===== config.mk =====
export PLATFORM = sky130hd
export DESIGN_NAME = mux_n_1_stream_flat
export DESIGN_NICKNAME = d
export VERILOG_FILES = /design/src/rtl/mux_pkg.sv /design/src/rtl/mux_n_1_stream_if.sv /design/src/rtl/rr_arbiter_n.sv /design/src/rtl/mux_n_1_stream.sv /design/src/flat_wrapper.sv
export SDC_FILE = /design/constraint.sdc
export NUM_CORES = 1
export LEC_CHECK = 0
export ABC_AREA = 1
export BUFFER_PORTS_ARGS = -buffer_cell sky130_fd_sc_hd__buf_4
export CAP_MARGIN = 20
export CORE_MARGIN = 3
export CORE_UTILIZATION = 40
export CTS_BUF_LIST = sky130_fd_sc_hd__clkbuf_16
export CTS_CLUSTER_SIZE = 8
export DETAILED_ROUTE_END_ITERATION = 8
export PLACE_DENSITY = 0.65
export SLEW_MARGIN = 10
export SYNTH_ARGS = -nofsm -noshare
export SYNTH_HDL_FRONTEND = slang
export SYNTH_SLANG_ARGS = --single-unit

===== constraint.sdc =====
create_clock -name clk_in -period 4.2 [get_ports clk_in]
set_clock_uncertainty 0.05 [all_clocks]
set_input_delay 0.42 -clock clk_in [delete_from_list [all_inputs] [get_ports clk_in]]
set_output_delay 0.42 -clock clk_in [all_outputs]
set_load 0.01 [all_outputs]

===== src/rtl/mux_pkg.sv =====
// Shared definitions for the N:1 stream multiplexer: mode encodings and width helpers.
package mux_pkg;

    localparam logic MODE_SEL = 1'b0;
    localparam logic MODE_RR  = 1'b1;

    function automatic int unsigned clog2(input int unsigned v);
        int unsigned r;
        int unsigned x;
        r = 0;
        x = (v > 0) ? v - 1 : 0;
        while (x > 0) begin
            r = r + 1;
            x = x >> 1;
        end
        return r;
    endfunction

    // Channel index width; never narrower than one bit.
    function automatic int unsigned sel_w(input int unsigned n);
        return (clog2(n) > 1) ? clog2(n) : 1;
    endfunction

endpackage


===== src/rtl/mux_n_1_stream_if.sv =====
// Multi-channel input streams plus the single tagged output stream of the multiplexer.
interface mux_n_1_stream_if
    import mux_pkg::*;
#(
    parameter int unsigned NUM_CH = 4,
    parameter int unsigned DATA_W = 8
);
    localparam int unsigned SEL_W = sel_w(NUM_CH);

    logic [NUM_CH-1:0]        in_valid_in;
    logic [NUM_CH*DATA_W-1:0] in_data_in;
    logic [NUM_CH-1:0]        in_ready_out;
    logic                     out_valid_out;
    logic [DATA_W-1:0]        out_data_out;
    logic [SEL_W-1:0]         out_ch_out;
    logic                     out_ready_in;

    // Producers and consumer side.
    modport master (
        output in_valid_in, in_data_in, out_ready_in,
        input  in_ready_out, out_valid_out, out_data_out, out_ch_out
    );

    // Multiplexer side.
    modport slave (
        input  in_valid_in, in_data_in, out_ready_in,
        output in_ready_out, out_valid_out, out_data_out, out_ch_out
    );

endinterface


===== src/rtl/rr_arbiter_n.sv =====
// Round-robin arbiter: grants the first requester after the last accepted channel.
module rr_arbiter_n
    import mux_pkg::*;
#(
    parameter  int unsigned NUM_CH = 4,
    localparam int unsigned SEL_W  = sel_w(NUM_CH)
) (
    input  logic              clk,
    input  logic              rst_n,
    input  logic [NUM_CH-1:0] req,
    input  logic              advance,
    input  logic [SEL_W-1:0]  adv_idx,
    output logic [NUM_CH-1:0] grant,
    output logic [SEL_W-1:0]  grant_idx
);

    logic [SEL_W-1:0] ptr_q;
    logic [SEL_W-1:0] idx;
    logic             found;

    // Scan ptr+1, ptr+2, ... modulo NUM_CH for the first request.
    always_comb begin
        grant     = '0;
        grant_idx = '0;
        idx       = '0;
        found     = 1'b0;
        for (int off = 1; off <= int'(NUM_CH); off++) begin
            idx = SEL_W'((32'(ptr_q) + 32'(off)) % NUM_CH);
            if (!found && req[idx]) begin
                found      = 1'b1;
                grant[idx] = 1'b1;
                grant_idx  = idx;
            end
        end
    end

    // Reset to the last channel so channel 0 has top priority first.
    always_ff @(posedge clk or negedge rst_n) begin
        if (!rst_n) begin
            ptr_q <= SEL_W'(NUM_CH - 1);
        end else if (advance) begin
            ptr_q <= adv_idx;
        end
    end

endmodule


===== src/rtl/mux_n_1_stream.sv =====
// N:1 registered stream multiplexer with external-select or round-robin channel choice.
module mux_n_1_stream
    import mux_pkg::*;
#(
    parameter  int unsigned NUM_CH = 4,
    parameter  int unsigned DATA_W = 8,
    parameter  int unsigned CNT_W  = 16,
    localparam int unsigned SEL_W  = sel_w(NUM_CH)
) (
    input  logic                  clk_in,
    input  logic                  rst_n_in,
    input  logic                  mode_in,
    input  logic [SEL_W-1:0]      sel_in,
    mux_n_1_stream_if.slave       bus,
    output logic                  sel_err_out,
    output logic [CNT_W-1:0]      beat_cnt_out
);

    logic [NUM_CH-1:0] rr_grant;
    logic [SEL_W-1:0]  rr_idx;
    logic [NUM_CH-1:0] sel_grant;
    logic [NUM_CH-1:0] grant;
    logic [SEL_W-1:0]  grant_idx;
    logic [NUM_CH-1:0] ready;
    logic [DATA_W-1:0] grant_data;
    logic              sel_in_range;
    logic              load;
    logic              xfer;

    logic              out_valid_q;
    logic [DATA_W-1:0] out_data_q;
    logic [SEL_W-1:0]  out_ch_q;
    logic [CNT_W-1:0]  cnt_q;

    rr_arbiter_n #(
        .NUM_CH (NUM_CH)
    ) u_arb (
        .clk       (clk_in),
        .rst_n     (rst_n_in),
        .req       (bus.in_valid_in),
        .advance   (xfer),
        .adv_idx   (grant_idx),
        .grant     (rr_grant),
        .grant_idx (rr_idx)
    );

    // External select decode; only the selected channel's valid matters.
    always_comb begin
        sel_in_range = (32'(sel_in) < NUM_CH);
        sel_err_out  = (mode_in == MODE_SEL) && !sel_in_range;
        sel_grant    = '0;
        for (int i = 0; i < int'(NUM_CH); i++) begin
            sel_grant[i] = (mode_in == MODE_SEL) && (32'(sel_in) == 32'(i)) && bus.in_valid_in[i];
        end
    end

    // Grant selection, ready generation and data mux.
    always_comb begin
        grant      = (mode_in == MODE_RR) ? rr_grant : sel_grant;
        grant_idx  = (mode_in == MODE_RR) ? rr_idx : sel_in;
        load       = !out_valid_q || bus.out_ready_in;
        ready      = (rst_n_in && load) ? grant : '0;
        xfer       = |ready;
        grant_data = '0;
        for (int i = 0; i < int'(NUM_CH); i++) begin
            if (grant[i]) begin
                grant_data = bus.in_data_in[i*DATA_W +: DATA_W];
            end
        end
    end

    // Output register and accepted-beat counter.
    always_ff @(posedge clk_in or negedge rst_n_in) begin
        if (!rst_n_in) begin
            out_valid_q <= 1'b0;
            out_data_q  <= '0;
            out_ch_q    <= '0;
            cnt_q       <= '0;
        end else begin
            out_valid_q <= xfer || (out_valid_q && !bus.out_ready_in);
            if (xfer) begin
                out_data_q <= grant_data;
                out_ch_q   <= grant_idx;
                cnt_q      <= cnt_q + CNT_W'(1);
            end
        end
    end

    assign bus.in_ready_out  = ready;
    assign bus.out_valid_out = out_valid_q;
    assign bus.out_data_out  = out_data_q;
    assign bus.out_ch_out    = out_ch_q;
    assign beat_cnt_out      = cnt_q;

endmodule


===== src/flat_wrapper.sv =====
// flat-port wrapper written by rule: the top's interface ports become plain ports
module mux_n_1_stream_flat import mux_pkg::*;
#(
    parameter  int unsigned NUM_CH = 4,
    parameter  int unsigned DATA_W = 8,
    parameter  int unsigned CNT_W  = 16,
    localparam int unsigned SEL_W  = sel_w(NUM_CH)
)
  (clk_in, rst_n_in, mode_in, sel_in, sel_err_out, beat_cnt_out, bus_in_valid_in, bus_in_data_in, bus_out_ready_in, bus_in_ready_out, bus_out_valid_out, bus_out_data_out, bus_out_ch_out);
  mux_n_1_stream_if #(.NUM_CH(NUM_CH), .DATA_W(DATA_W)) bus_i ();
  input  logic clk_in;
  input  logic rst_n_in;
  input  logic mode_in;
  input  logic [SEL_W-1:0] sel_in;
  output logic sel_err_out;
  output logic [CNT_W-1:0] beat_cnt_out;
  input wire logic [$bits(bus_i.in_valid_in)-1:0] bus_in_valid_in;
  input wire logic [$bits(bus_i.in_data_in)-1:0] bus_in_data_in;
  input wire logic [$bits(bus_i.out_ready_in)-1:0] bus_out_ready_in;
  output wire logic [$bits(bus_i.in_ready_out)-1:0] bus_in_ready_out;
  output wire logic [$bits(bus_i.out_valid_out)-1:0] bus_out_valid_out;
  output wire logic [$bits(bus_i.out_data_out)-1:0] bus_out_data_out;
  output wire logic [$bits(bus_i.out_ch_out)-1:0] bus_out_ch_out;
  assign bus_i.in_valid_in = bus_in_valid_in;
  assign bus_i.in_data_in = bus_in_data_in;
  assign bus_i.out_ready_in = bus_out_ready_in;
  assign bus_in_ready_out = bus_i.in_ready_out;
  assign bus_out_valid_out = bus_i.out_valid_out;
  assign bus_out_data_out = bus_i.out_data_out;
  assign bus_out_ch_out = bus_i.out_ch_out;
  mux_n_1_stream #(.NUM_CH(NUM_CH), .DATA_W(DATA_W), .CNT_W(CNT_W)) u_core (.clk_in(clk_in), .rst_n_in(rst_n_in), .mode_in(mode_in), .sel_in(sel_in), .bus(bus_i), .sel_err_out(sel_err_out), .beat_cnt_out(beat_cnt_out));
endmodule

==> metrics.md <==
| Metric | Value |
|---|---|
| Fillers | roughly 560 |
| Startpoint Class | flop |
| Clock sink count | 29 |
| Worst r2r dst | u_core.bus.out_ch_out[1] |
| Hold Buf Count CTS | 0 |
| Yosys top cell by area | dfrtp_1 |
| Leak | roughly 1.7 nW |
| Row count | 27 |
| Net Count, Synth | slightly below 400 |
| Critical path endpoint category | flop |
| Status | finished, final reports clean |
| DP HPWL | ~4.9 mm |
| Cell Chain, Critical Path | inv_1 > ha_1 > inv_1 > nand3_2 > nand2_2 > nor2_2 > a21oi_1 > nand3_1 > nand2_1 > nand2_2 > nand2_1 > nand2_1 > nor2_4 > inv_2 > nand2_1 > nand2_1 |
| WP buf/inv | 3 |
| Longest Clk Path Bufs | 2 |
| Synthesis-stage register bit count | 29 |
| Highest clock rate | 311 MHz |
| First drt pass iteration count | 4 |
| Skew-Pair Late Insertion Delay | between 0.2 and 0.3 ns |
| MaxCap Viol Count | 0 |
| Critical path depth in cells | 16 |
| Initial antenna violation count | 0 |
| Die X | approximately 82 um |
| Final setup fails | 0 |
| Crit share post-route | around three quarters |
| Cell Area, Synth | 0.00232 mm^2 |
| Largest net degree at the start of global routing | 31 |
| Sequential share of the synthesized area | approximately 31% |
| Synth Warn # | 0 |
| Min Tclk post-route | 3.22 ns |
| Grt total ovfl | 0 |
| Antenna-violating nets left | 0 |
| Slowest-stage cell, CP | dfstp_2 |
| CTS H-tree lvls | 2 |
| RR Startpoint | u_core.u_arb.ptr_q[1] |
| Min setup slack post-route | 0.984 ns |
| Core footprint | roughly 0.0056 mm^2 |
| Area delta synth->final | 32.0% |
| Cell mode on critical path | nand2_1 |
| Top cells by area, synth | dfrtp_1 29%, nand2_1 19%, inv_1 7.3% |
| Crit Path Category | flop to flop |
| Diodes inserted | 0 |
| Nets | between 400 and 500 |
| CTS resizes | 0 |
| WL per Instance | ~13 um |
| Worst-margin pin slew | ~1.0 ns |
| Post-route DRC violation count | 0 |
| RSZ-0062 raised after global routing | no |
| CP max stage delay | about 0.6 ns |
| Max FO, Critical Path | 26 |
| Max-slew violations | 0 |
| Min-Delay Path Class | primary input to async pin |
| Placement Cell Area | around 0.0029 mm^2 |
| WP data arrival | 3.32 ns |
| Critical Path RT | around 4.3 ns |
| Via count of the first global-routing pass | 2203 |
| Slew margin rel. | between 30% and 40% |
| CTS Root Cell | clkbuf_16 |
| First-pass GRT wire length | 9.58 mm |
| Port bufs | between 70 and 80 |
| WL final | between 6 and 7 mm |
| Mean Syn Cell Area | 6.72 um^2 |
| Crit-path leading delay family | simple AND/OR/NAND/NOR gates |
| R2r setup slk | slightly below 1 ns |
| Worst-path clk slew | 0.05 ns |
| Total number of vias | around 2400 |
| Layout cells sized above 1 | between 20% and 30% |
| Setup_tns | 0 ns |
| Synth unique cells | 32 |
| Initial Util | between 40% and 50% |
| Cell Pwr Density | 767 mW/mm^2 |
| Worst R2R Path Depth | 16 |
| DP Worst Slack | a little over 1 ns |
| GRT Total Usage | 18.1% |
| CP Launch Point | u_core.u_arb.ptr_q[1] |
| Overall power | around 2.4 mW |
| Final RePlAce weighted congestion | 0.858 |
| Final Cell Area | ~0.0031 mm^2 |
| Die Y | a little over 80 um |
| Yosys top cell area share | around 29% |
| TritonCTS clock tree | done |
| Via density | 4.90 |
| # IOs | 74 |
| Post-Synthesis Cells | between 300 and 400 |
| Peak VDD IR | a little over 300 uV |
| Die Footprint | just under 0.007 mm^2 |
| Post-CTS Setup Bufs | 0 |
| Fin. Hold Viols | 0 |
| Starting DRT DRC Count | about 120 |
| Num CTS Buffers | 5 |
| Critical path destination | u_core.bus.out_ch_out[1] |
## worst min path at each step
stage / end / start / slack (ns)
2_1_floorplan: u_core.beat_cnt_out[0] / rst_n_in / 0.07
3_3_place_gp: u_core.beat_cnt_out[3] / rst_n_in / 0.31
3_5_place_dp: u_core.beat_cnt_out[4] / rst_n_in / 0.32
4_1_cts: u_core.beat_cnt_out[12] / rst_n_in / 0.03
5_1_grt: u_core.beat_cnt_out[12] / rst_n_in / 0.04
6_report: u_core.beat_cnt_out[8] / rst_n_in / 0.02
## report_power, final
group	leakage, nW	total [mW]	switching [mW]	internal (mW)
clock	0.0797	0.388	0.114	0.274
combinational	1.20	1.42	0.877	0.543
sequential	0.372	0.546	0.126	0.420
## cell usage after synthesis (all sizes together)
master	number
nand2	123
inv	47
nand3	33
dfrtp	27
o21ai	21
a21oi	20
nor2	19
xor2	13
ha	9
nor3	8
nand4	7
buf	6
a21boi	3
xnor2	3
dfstp	2
clkbuf	1
conb	1
nor4	1
o2111ai	1
o31ai	1
## routing by layer
layer	share of wire, %	vias to the layer above	global-route usage, %
met4	0.51	0	3.16
li1	-	1240	-
met3	5.1	5	3.04
met1	44	1097	23.2
met2	50	64	32.1
met5	0	-	0
## worst reg2reg max path, stage by stage (launching register included)
cell and delay, ns:
dfstp_2 0.60, inv_1 0.18, ha_1 0.37, inv_1 0.13, nand3_2 0.13, nand2_2 0.11
nor2_2 0.08, a21oi_1 0.15, nand3_1 0.09, nand2_1 0.08, nand2_2 0.12, nand2_1 0.11
nand2_1 0.09, nor2_4 0.34, inv_2 0.28, nand2_1 0.15, nand2_1 0.06
## cell type report
class / instances / area (um^2) / share of cell area (%)
Multi-Input combinational cell: 263 / 1370 / 44.5
Timing Repair Buffer: 73 / 548 / 17.9
Clock buffer: 5 / 125 / 4.08
Tap cell: 72 / 90.1 / 2.94
Sequential cell: 29 / 728 / 23.7
Clock inverter: 2 / 35.0 / 1.14
Inverter: 47 / 176 / 5.75
## kinds of logic after synthesis
| group | after synthesis | synth area share [%] |
|---|---|---|
| buffers and inverters | 54 | 9.90 |
| XOR/XNOR | 16 | 6.35 |
| other | 1 | 0.161 |
| adder cells (fa/ha/maj) | 9 | 4.84 |
| AO/OA/AOI/OAI | 46 | 10.7 |
| AND/OR/NAND/NOR | 191 | 36.8 |
| flip-flops | 29 | 31.3 |
## placed cells by master (no fill, tap or decap), drive strengths merged
cell	synthesis	layout
nand4	7	7
o2111ai	1	1
xor2	13	13
nand2	123	123
nor3	8	8
buf	6	73
nand3	33	33
dfstp	2	2
nor2	19	19
xnor2	3	3
ha	9	9
clkinv	0	1
a21oi	20	20
clkbuf	1	5
inv	47	47
dfrtp	27	27
nor4	1	1
a21boi	3	3
o21ai	21	21
conb	1	1
bufinv	0	1
o31ai	1	1
## per-stage QoR
| step | util (%) | hold WS (ns) | instances |
|---|---|---|---|
| 3_5_place_dp | 52.2 | 0.317 | 484 |
| 6_report | 55.1 | 0.0192 | 491 |
| 2_1_floorplan | - | 0.0744 | 346 |
| 5_1_grt | 55.1 | 0.0425 | 491 |
| 3_3_place_gp | 52.2 | 0.315 | 484 |
| 4_1_cts | 55.1 | 0.0264 | 491 |
## registers in the layout, summed over array words and instances (netlist names)
register / flops
u_core.bus.out_ch_out: 2
u_core.u_arb.ptr_q: 2
u_core.beat_cnt_out: 16
u_core.bus.out_valid_out: 1
u_core.bus.out_data_out: 8
(Power assumes the default switching activity.)
